[src/rtl/multi_pulse_prolongation.sv]
// Multi-channel pulse stretcher with per-channel enable, prescale, retrigger and holdoff.
// Define PULSE_PROLONG_COUNTERS_EN to add per-channel emitted-pulse counters (count_clear, pulse_count).
//
// state   | meaning
// IDLE    | output low, waiting for an accepted rising edge
// ACTIVE  | output high, dcnt counts cycles since the last (re)start
// HOLDOFF | output low dead time, edges ignored, hcnt counts up to holdoff
module multi_pulse_prolongation #(
  parameter int CHANNELS   = 4,
  parameter int LEN_WIDTH  = 8,
  parameter int SKIP_WIDTH = 8,
  parameter int HOLD_WIDTH = 8
) (
  input  logic                    clk,
  input  logic                    reset_n,
  input  logic [CHANNELS-1:0]     signal,
  input  logic [CHANNELS-1:0]     enable,
  input  logic [LEN_WIDTH-1:0]    length,
  input  logic [SKIP_WIDTH-1:0]   skipsignals,
  input  logic [HOLD_WIDTH-1:0]   holdoff,
  input  logic                    retrigger,
`ifdef PULSE_PROLONG_COUNTERS_EN
  input  logic                    count_clear,
  output logic [CHANNELS*16-1:0]  pulse_count,
`endif
  output logic [CHANNELS-1:0]     longsignal
);

  typedef enum logic [1:0] {
    IDLE    = 2'd0,
    ACTIVE  = 2'd1,
    HOLDOFF = 2'd2
  } state_t;

  logic bypass;
  assign bypass = (length == '0);

  for (genvar i = 0; i < CHANNELS; i++) begin : g_ch
    state_t                state_q, state_d;
    logic [LEN_WIDTH-1:0]  dcnt_q, dcnt_d;
    logic [HOLD_WIDTH-1:0] hcnt_q, hcnt_d;
    logic [SKIP_WIDTH-1:0] skip_q, skip_d;
    logic                  last_q;
    logic                  rise;
    logic                  pass;

    assign rise = signal[i] & ~last_q;
    assign pass = (skip_q >= skipsignals);

    always_comb begin
      state_d = state_q;
      dcnt_d  = dcnt_q;
      hcnt_d  = hcnt_q;
      skip_d  = skip_q;
      if (bypass || !enable[i]) begin
        state_d = IDLE;
        dcnt_d  = '0;
        hcnt_d  = '0;
        skip_d  = '0;
      end else begin
        unique case (state_q)
          IDLE: begin
            if (rise) begin
              if (pass) begin
                skip_d  = '0;
                state_d = ACTIVE;
                dcnt_d  = LEN_WIDTH'(1);
              end else begin
                skip_d = skip_q + SKIP_WIDTH'(1);
              end
            end
          end
          ACTIVE: begin
            // an accepted retrigger edge restarts the duration and beats the exit test
            if (rise && retrigger && pass) begin
              skip_d = '0;
              dcnt_d = LEN_WIDTH'(1);
            end else begin
              if (rise && retrigger) skip_d = skip_q + SKIP_WIDTH'(1);
              if ((dcnt_q >= length) && !signal[i]) begin
                dcnt_d = '0;
                if (holdoff != '0) begin
                  state_d = HOLDOFF;
                  hcnt_d  = HOLD_WIDTH'(1);
                end else begin
                  state_d = IDLE;
                end
              end else if (dcnt_q != '1) begin
                dcnt_d = dcnt_q + LEN_WIDTH'(1);
              end
            end
          end
          HOLDOFF: begin
            if (hcnt_q >= holdoff) begin
              state_d = IDLE;
              hcnt_d  = '0;
            end else begin
              hcnt_d = hcnt_q + HOLD_WIDTH'(1);
            end
          end
          default: state_d = IDLE;
        endcase
      end
    end

    always_ff @(posedge clk or negedge reset_n) begin
      if (!reset_n) begin
        state_q <= IDLE;
        dcnt_q  <= '0;
        hcnt_q  <= '0;
        skip_q  <= '0;
        last_q  <= 1'b0;
      end else begin
        state_q <= state_d;
        dcnt_q  <= dcnt_d;
        hcnt_q  <= hcnt_d;
        skip_q  <= skip_d;
        last_q  <= signal[i];
      end
    end

    assign longsignal[i] = bypass ? signal[i] : (state_q == ACTIVE);

`ifdef PULSE_PROLONG_COUNTERS_EN
    logic [15:0] pcnt_q;

    always_ff @(posedge clk or negedge reset_n) begin
      if (!reset_n) begin
        pcnt_q <= '0;
      end else if (count_clear) begin
        pcnt_q <= '0;
      end else if ((state_q == IDLE) && (state_d == ACTIVE) && (pcnt_q != 16'hFFFF)) begin
        pcnt_q <= pcnt_q + 16'd1;
      end
    end

    assign pulse_count[i*16 +: 16] = pcnt_q;
`endif
  end

endmodule

[config.mk]
export PLATFORM = sky130hd
export DESIGN_NAME = multi_pulse_prolongation
export DESIGN_NICKNAME = d
export VERILOG_FILES = /design/src/rtl/multi_pulse_prolongation.sv
export SDC_FILE = /design/constraint.sdc
export NUM_CORES = 1
export LEC_CHECK = 0
export CORE_MARGIN = 2
export CORE_UTILIZATION = 45
export CTS_CLUSTER_DIAMETER = 150
export DETAILED_ROUTE_END_ITERATION = 8
export PLACE_DENSITY = 0.64
export SYNTH_ARGS = -nofsm -noshare
export SYNTH_HDL_FRONTEND = slang
export SYNTH_SLANG_ARGS = --single-unit
[constraint.sdc]
create_clock -name clk -period 3.05 [get_ports clk]
set_input_delay 0.61 -clock clk [delete_from_list [all_inputs] [get_ports clk]]
set_output_delay 0.61 -clock clk [all_outputs]
set_load 0.01 [all_outputs]
# Word-level counts from Yosys, hierarchy flattened
# Cells that the tools add are included.
word_totals:
  register_bits: 108
  inputBits: 35
  output_inout_bits: 4
  word_cells: 256
op_classes:
  n_addsub: 12
  magnitude_cmp: 12
  n_eq_ne: 44
  n_mux: 106
  bitwise_logic: 8
  n_reduce_logical: 54
op_table:
  columns: ["operator", "count"]
  rows:
  - ["two-way mux 8 bit", 61]
  - ["one-hot mux 8 bit (2 select lines)", 12]
  - ["adder 8 x 1 -> 8 bit (second input constant)", 12]
  - ["greater-or-equal comparator 8 bit", 12]
  - ["!= test 3 bit (second input constant)", 22]
  - ["two-way mux 2 bit", 25]
  - ["!= test 8 bit (second input constant)", 4]
  - ["AND reduction 4 bit", 8]
  - ["one-hot mux 2 bit (3 select lines)", 4]
  - ["nonzero test 3 bit", 8]
  - ["!= test 5 bit (second input constant)", 4]
  - ["AND reduction 5 bit", 4]
  - ["!= test 4 bit (second input constant)", 4]
  - ["logical AND 1 bit", 12]
  - ["AND reduction 3 bit", 4]
  - ["== test 2 x 1 -> 1 bit (second input constant)", 4]
  - ["== test 2 bit (second input constant)", 4]
  - ["zero test 1 bit", 8]
  - ["zero test 2 bit", 4]
  - ["zero test 8 bit", 1]
  - ["nonzero test 8 bit", 1]
  - ["!= test 3 x 2 -> 1 bit (second input constant)", 2]
  - ["AND 1 bit", 4]
  - ["logical OR 1 bit", 4]
  - ["2 further kinds", 8]

# Depth between registers and ports, before layout
# Gate-level depths: netlist of the first run.
depth:
  word_depth: 7
  ltp_mapped: 9
  depth_no_buf: 8

# Worst setup path after synthesis of the first run
# OpenSTA, ideal clock, no wires.
synth_path:
  path_type: "input -> register"
  from: "in skipsignals[0]"
  to: "reg g_ch[1].dcnt_q[5]"
  t_arrival_ps: 2515
  required_time_ps: 2972
  slack_ps: 457
  cell_stages: 8
  path_cell_list: "ha_1 > nand2b_1 > a2111oi_0 > o31ai_2 > a2111oi_4 > buf_2 > o21ai_0 > a21oi_1"
synth_between:
  elab_chain_len: 5
  word_cells_on_any_way: 8
  cone_classes: "order compare: 1; eq/ne: 2; mux: 3; reduce/logical: 2"
synth_lines:
  columns: ["item", "line_no", "text"]
  rows:
  - ["start, declared", "19", "input logic [SKIP_WIDTH-1:0] skipsignals,"]
  - ["greater-or-equal comparator 8 bit *", "48", "assign pass = (skip_q >= skipsignals);"]
  - ["logical AND 1 bit", "75", "if (rise && retrigger && pass) begin"]
  - ["two-way mux 8 bit", "75", null]
  - ["one-hot mux 8 bit (2 select lines)", "61", "unique case (state_q)"]
  - ["two-way mux 8 bit", "55", "if (bypass || !enable[i]) begin"]
  - ["end signal, assigned", "115", "dcnt_q <= dcnt_d;"]
  - ["end, declared", "40", "logic [LEN_WIDTH-1:0] dcnt_q, dcnt_d;"]
# Mark *: on every way between the ends. The rest lies on a longest branch, timed or not.
# A chain may end at the register's enable or synchronous reset.

# Final worst setup path of the first run
layout_path:
  from: "in length[7]"
  to: "out longsignal[3]"
layout_between:
  elab_chain_len: 2
layout_lines:
  columns: ["item", "line_no", "text"]
  rows:
  - ["start, declared", "18", "input logic [LEN_WIDTH-1:0] length,"]
  - ["zero test 8 bit", "36", "assign bypass = (length == '0);"]
  - ["two-way mux 1 bit", "122", "assign longsignal[i] = bypass ? signal[i] : (state_q == ACTIVE);"]
  - ["end, declared", "26", "output logic [CHANNELS-1:0] longsignal"]
# No other way between the ends.

==> results by group, run 1 <==
Run status
  – Status: complete, no violations

Worst setup path
  – Type of the worst setup path: input port to output pin
  – Critical path depth: 7
  – Worst Setup End Kind: output pin
  – Crit path buffers/inverters: 3
  – CP Cell Sequence: clkdlybuf4s50_1, or4_4, nor2_2, buf_4, nand2_1, o21ai_0, clkdlybuf4s15_1
  – RR Endpoint: g_ch[3].dcnt_q[1]
  – FF-to-FF setup slack: around 0.5 ns
  – Worst-path maximum fanout: 4
  – CP max stage delay: 0.57 ns
  – Crit-path slowest cell: or4_4
  – CP startpoint kind: input port
  – CP endpoint: longsignal[3]
  – Required time worst endpoint: approximately 2.4 ns
  – CP arrival: around 2.4 ns
  – R2R cell count: 9
  – Worst r2r src: g_ch[3].skip_q[0]
  – Setup crit start: length[7]
  – Top Family by Delay on Critical Path: buffers and inverters

Routing
  – DR WL/cell: 16.4 um
  – DRC violations left: 0
  – Total Wirelength: around 21,000 um
  – DR pass1 iterations: 5
  – Vias/cell: about 5.8
  – ANT nets after route: 0
  – Vias: approximately 7,500
  – Initial DRC Count: between 400 and 500

Clocking
  – CTS Hold Buffers Added: 0
  – Number of buffers created by CTS: 9
  – Clock latency on the worst-skew pair: between 0.3 and 0.4 ns
  – Worst-path clk slew: approximately 0.070 ns
  – H-tree depth: 3
  – CTS tree: built
  – CTS sink cnt: around 110
  – # Post-CTS Setup Buffers: 0
  – Root Buffer: clkbuf_16
  – Clock tree buffer depth: 2

Die
  – Effective utilization at floorplan: approximately 46%
  – Core Rows: between 40 and 50
  – Die H: around 140 um
  – Core ar.: about 0.018 mm^2
  – I/O pin count: 39
  – Die area: a little under 0.02 mm^2
  – Width of the die: about 140 um

Timing
  – Final setup fails: 0
  – Post-route clock skew: approximately 0.0095 ns
  – Post-route minimum period: roughly 3.0 ns
  – Period Utilization, post-route: a little over nine tenths
  – Slew @ Worst Pin: 0.763 ns
  – Max Freq: approximately 0.34 GHz
  – RSZ-0062 raised after global routing: false
  – Max-slew headroom: between 40% and 50%
  – Setup Total Neg Slack: 0 ns
  – Final hold viol count: 0
  – Post-route setup slack: 0.0847 ns
  – Max-slew violations: 0

Power
  – Clk pwr share: approximately 40%
  – Int Power: around 2.4 mW
  – Pwr per Cell Area: ~330 mW/mm^2
  – Net Sw Frac: approximately 26%
  – Sequential power share: a little under half
  – Comb power frac: between 10% and 20%
  – VDD IR max: between 200 and 300 uV
  – Sw power: a little over 0.8 mW
  – Pleak: around 4.6 nW

Yosys
  – Post-synth top cells: 108 x dfrtp_1, 108 x ha_1, 82 x a21oi_1
  – Unique masters post-synth: 71
  – Synth area leader: dfrtp_1
  – Synth top area cells: dfrtp_1 33%, ha_1 17%, a21oi_1 5.0%
  – Synth Flop Type: dfrtp_1
  – Synthesized instance count: between 900 and 1,000
  – Yosys top cell area share: between 30 and 40%
  – Post-Syn Area per Cell: about 8.7 um^2
  – Ys Warns: 0
  – Register area share after synthesis: between 30% and 40%
  – FF+latch count, synth: roughly 110
  – Post-Synthesis Cell Area: a little over 0.008 mm^2
  – Syn_nets: ~1,100
  – Post-synth EDFFs: 0
  – Ys async rst share: 100%

GRT
  – Global route total overflow: 0
  – Initial antenna violation count: 0
  – Pin count of the biggest net entering global routing: 52
  – Vias in the first global route: 7,203
  – Gr usage total: between 20% and 30%
  – Global-route wire length before repair: 36,200 um

Finish
  – Area Growth Syn to Fin: 20.5%
  – Final cell count without fillers: around 1,300
  – Nets: 1,209
  – Share of cells above drive strength 1: about an eighth
  – Ant diodes: 0
  – Final instance area: just under 0.01 mm^2
  – Final core utilization: 55.1%

Flow run
  – Max cap viols: 0

Place
  – Placer's final routability congestion estimate: approximately 0.83
  – I/O Buffers: 38
  – DP Wirelength: about 16,000 um
  – Pre-CTS setup slack: -0.317 ns
  – DP Cell Count: around 1,300
  – Placed instance area: between 0.009 and 0.01 mm^2

Min path
  – Hold Crit Class: input port to asynchronous set/reset pin
## metrics by stage
step	hold slack, ns	power [mW]
floorplan	0.314	1.71
global placement	0.514	1.94
detailed placement	0.524	1.95
CTS	0.181	3.25
global route	0.205	3.37
finish	0.176	3.23
## cells by family (layout without fill, tap and decap cells)
family          count (synthesis)  count (layout)  share of synthesized area, %
compound gates                313             313                          25.5
buf+inv                        74             204                          3.58
simple gates                  326             326                          20.3
flops                         108             108                          33.0
fa+ha+maj                     108             108                          16.5
mux                             5               5                         0.627
xor+xnor                        5               5                         0.535
## state kept, by name, indices dropped and copies added (netlist names)
register	cells
g_ch.last_q	4
g_ch.state_q	8
g_ch.hcnt_q	32
g_ch.skip_q	32
g_ch.dcnt_q	32
## worst min-delay path by stage
| stage | to | from | slack (ns) | cells past startpoint |
|---|---|---|---|---|
| after global placement | g_ch[2].hcnt_q[1] | g_ch[2].hcnt_q[1] | 0.51 | 2 |
| after floorplan | g_ch[0].dcnt_q[0] | reset_n | 0.31 | 0 |
| after global routing | g_ch[2].skip_q[1] | reset_n | 0.20 | 1 |
| after detailed placement | g_ch[1].hcnt_q[7] | g_ch[1].hcnt_q[7] | 0.52 | 2 |
| after CTS | g_ch[2].skip_q[2] | reset_n | 0.18 | 1 |
| final | g_ch[2].skip_q[1] | reset_n | 0.18 | 1 |
## per-layer routing
layer	track usage, %	wire length, um
met1	32.9	10800
met2	36.5	9580
met3	2.21	571
met4	6.22	309
met5	0	0
## worst register-to-register path, stage by stage, from the launching register on
cell	delay (ns)
dfrtp_1	0.40
inv_1	0.06
ha_1	0.25
nand2b_1	0.16
a2111oi_2	0.50
buf_4	0.19
nor4_1	0.06
o41a_1	0.54
a21boi_0	0.19
o21ai_0	0.15
## power by group through the flow
stage	logic, mW	clock network (mW)	registers (mW)
4_1_cts	0.447	1.32	1.48
3_3_place_gp	0.438	0	1.51
5_1_grt	0.511	1.38	1.48
2_1_floorplan	0.214	0	1.50
3_5_place_dp	0.444	0	1.51
6_report	0.453	1.29	1.48
## cell usage in the layout (no fill, tap or decap), drive strengths merged, types with 8 or more instances in the layout
master	n
o21a	9
nand2	73
dfrtp	108
nor2b	10
nand4	16
nor2	67
clkdlybuf4s50	33
a21o	20
nor3b	10
ha	108
nand3	43
a21oi	82
o31ai	10
clkbuf	11
nand2b	22
buf	98
a211o	8
o21ai	86
a211oi	17
a22o	10
and2	8
inv	56
and3	22
nor3	19
## layout make-up
cell class | instances | area [um^2]
Fill cell | 1687 | 8040
Multi-Input combinational cell | 757 | 5220
Sequential cell | 108 | 2700
Timing Repair Buffer | 135 | 1140
Tap cell | 229 | 287
Clock buffer | 10 | 239
Inverter | 55 | 206
Clock inverter | 4 | 73.8
## what timing repair did
item,in CTS,in global routing
endpoints found under the setup margin,4,17
gates resized for setup,6,10
pin swaps,0,0
(Power assumes the default switching activity.)
==> inputs of run 2 (changes only) <==
--- a/config.mk
+++ b/config.mk
@@ -10,6 +10,8 @@
 export CTS_CLUSTER_DIAMETER = 150
 export DETAILED_ROUTE_END_ITERATION = 8
 export PLACE_DENSITY = 0.64
+export SKIP_CTS_REPAIR_TIMING = 1
+export SLEW_MARGIN = 30
 export SYNTH_ARGS = -nofsm -noshare
 export SYNTH_HDL_FRONTEND = slang
 export SYNTH_SLANG_ARGS = --single-unit
==> results by group, run 2 (synthesized netlist as in run 1, its figures left out) <==
Routing
  – DRC violations left: 0
  – Vias/cell: 5.75
  – DR WL/cell: between 15 and 20 um
  – Total Wirelength: about 21,000 um
  – Vias: approximately 7,500
  – Initial DRC Count: 470
  – DR pass1 iterations: 4
  – ANT nets after route: 0

Worst setup path
  – Worst-path maximum fanout: 3
  – Setup crit start: length[7]
  – Critical path depth: 7
  – CP arrival: 2.29 ns
  – CP max stage delay: approximately 0.57 ns
  – Worst r2r src: g_ch[3].skip_q[0]
  – R2R cell count: 9
  – Worst Setup End Kind: output pin
  – CP startpoint kind: input port
  – FF-to-FF setup slack: roughly 0.5 ns
  – Type of the worst setup path: input port to output pin
  – Required time worst endpoint: around 2.4 ns
  – Crit-path slowest cell: or4_4
  – CP Cell Sequence: clkdlybuf4s50_1, or4_4, nor2_2, buf_4, nand2_1, o21ai_0, dlymetal6s2s_1
  – Crit path buffers/inverters: 3
  – RR Endpoint: g_ch[3].dcnt_q[1]
  – Top Family by Delay on Critical Path: simple AND/OR/NAND/NOR gates

GRT
  – Initial antenna violation count: 0
  – Pin count of the biggest net entering global routing: between 50 and 60
  – Global route total overflow: 0
  – Gr usage total: between 20% and 30%
  – Vias in the first global route: a little over 7,000
  – Global-route wire length before repair: between 30,000 and 40,000 um

Flow run
  – Max cap viols: 0

Clocking
  – CTS sink cnt: 108
  – Clock tree buffer depth: 2
  – Number of buffers created by CTS: 9
  – Root Buffer: clkbuf_16
  – H-tree depth: 3
  – Worst-path clk slew: approximately 0.07 ns
  – Clock latency on the worst-skew pair: roughly 0.36 ns
  – CTS tree: built

Die
  – Core ar.: ~0.018 mm^2
  – Die H: about 140 um
  – Width of the die: 139 um
  – Effective utilization at floorplan: between 40% and 50%
  – Core Rows: 49
  – Die area: 0.0193 mm^2
  – I/O pin count: 39

Place
  – I/O Buffers: 38
  – Placer's final routability congestion estimate: approximately 0.83
  – DP Wirelength: between 15,000 and 20,000 um
  – Placed instance area: around 0.0095 mm^2

Timing
  – Post-route clock skew: 0.00924 ns
  – Post-route minimum period: between 2 and 3 ns
  – Max-slew violations: 0
  – Final hold viol count: 0
  – Slew @ Worst Pin: between 0.7 and 0.8 ns
  – Final setup fails: 0
  – Period Utilization, post-route: roughly 95%
  – Max Freq: approximately 0.34 GHz
  – Max-slew headroom: 48.2%
  – RSZ-0062 raised after global routing: false
  – WHS: 0.176 ns

Power
  – Pwr per Cell Area: between 300 and 400 mW/mm^2
  – Pleak: around 4.7 nW
  – VDD IR max: between 200 and 300 uV
  – Tot Pwr: about 3.2 mW

Finish
  – Fillers: around 1,700
  – Final instance area: 0.00988 mm^2
  – Reg area: about 0.0027 mm^2
  – Share of cells above drive strength 1: a little over an eighth
  – Most frequent cells in the layout: 108 x ha_1, 108 x dfrtp_1, 95 x buf_4
  – Multi-input logic area: about 0.0052 mm^2
  – Ant diodes: 0
  – Area Growth Syn to Fin: 20.7%
  – Regs by FF count: g_ch.dcnt_q: 32 flops, g_ch.hcnt_q: 32 flops, g_ch.skip_q: 32 flops
  – Nets: ~1,200
  – Final core utilization: 55.2%

Min path
  – Hold Crit Class: input port to asynchronous set/reset pin

Run status
  – Status: complete, no violations
## run 2: cell types whose count changed in the layout (fill, tap and decap cells not counted), sizes merged
| cell | delta |
|---|---|
| clkbuf | -1 |
| clkdlybuf4s15 | -1 |
| dlygate4sd1 | -1 |
| dlygate4sd2 | -1 |
| dlymetal6s2s | +4 |
## run 2: stage by stage
stage / TNS (ns) / setup WS (ns) / cells
6_report: 0 / 0.149 / 1298
3_3_place_gp: -6.55 / -0.310 / 1284
4_1_cts: -1.08 / -0.316 / 1298
3_5_place_dp: -7.69 / -0.317 / 1284
5_1_grt: 0 / 0.0134 / 1298
2_1_floorplan: 0 / 0.457 / 939
## run 2: layer usage
layer | routed length [um] | vias to the layer above | GRT usage, %
li1 | - | 3793 | -
met1 | 10900 | 3576 | 32.9
met2 | 9590 | 78 | 36.4
met3 | 499 | 17 | 2.21
met4 | 303 | 0 | 6.22
met5 | 0 | - | 0
## run 2: worst max-delay path by stage
stage,end,slack [ns]
final,longsignal[0],0.15
after global routing,g_ch[3].dcnt_q[2],0.01
after CTS,longsignal[0],-0.32
after detailed placement,g_ch[1].skip_q[6],-0.32
after global placement,longsignal[0],-0.31
after floorplan,g_ch[1].dcnt_q[5],0.46
## run 2: final cells by class
class	count	area share, %
Multi-Input combinational cell	757	52.8
Clock buffer	10	2.42
Tap cell	229	2.90
Clock inverter	4	0.747
Sequential cell	108	27.4
Timing Repair Buffer	135	11.7
Inverter	55	2.09
## run 2: where the power goes
group | leakage, nW | internal (mW) | switching, mW
Clock | 0.155 | 0.736 | 0.559
Combinational | 3.01 | 0.209 | 0.244
Sequential | 1.49 | 1.45 | 0.0262
Total | 4.66 | 2.40 | 0.829
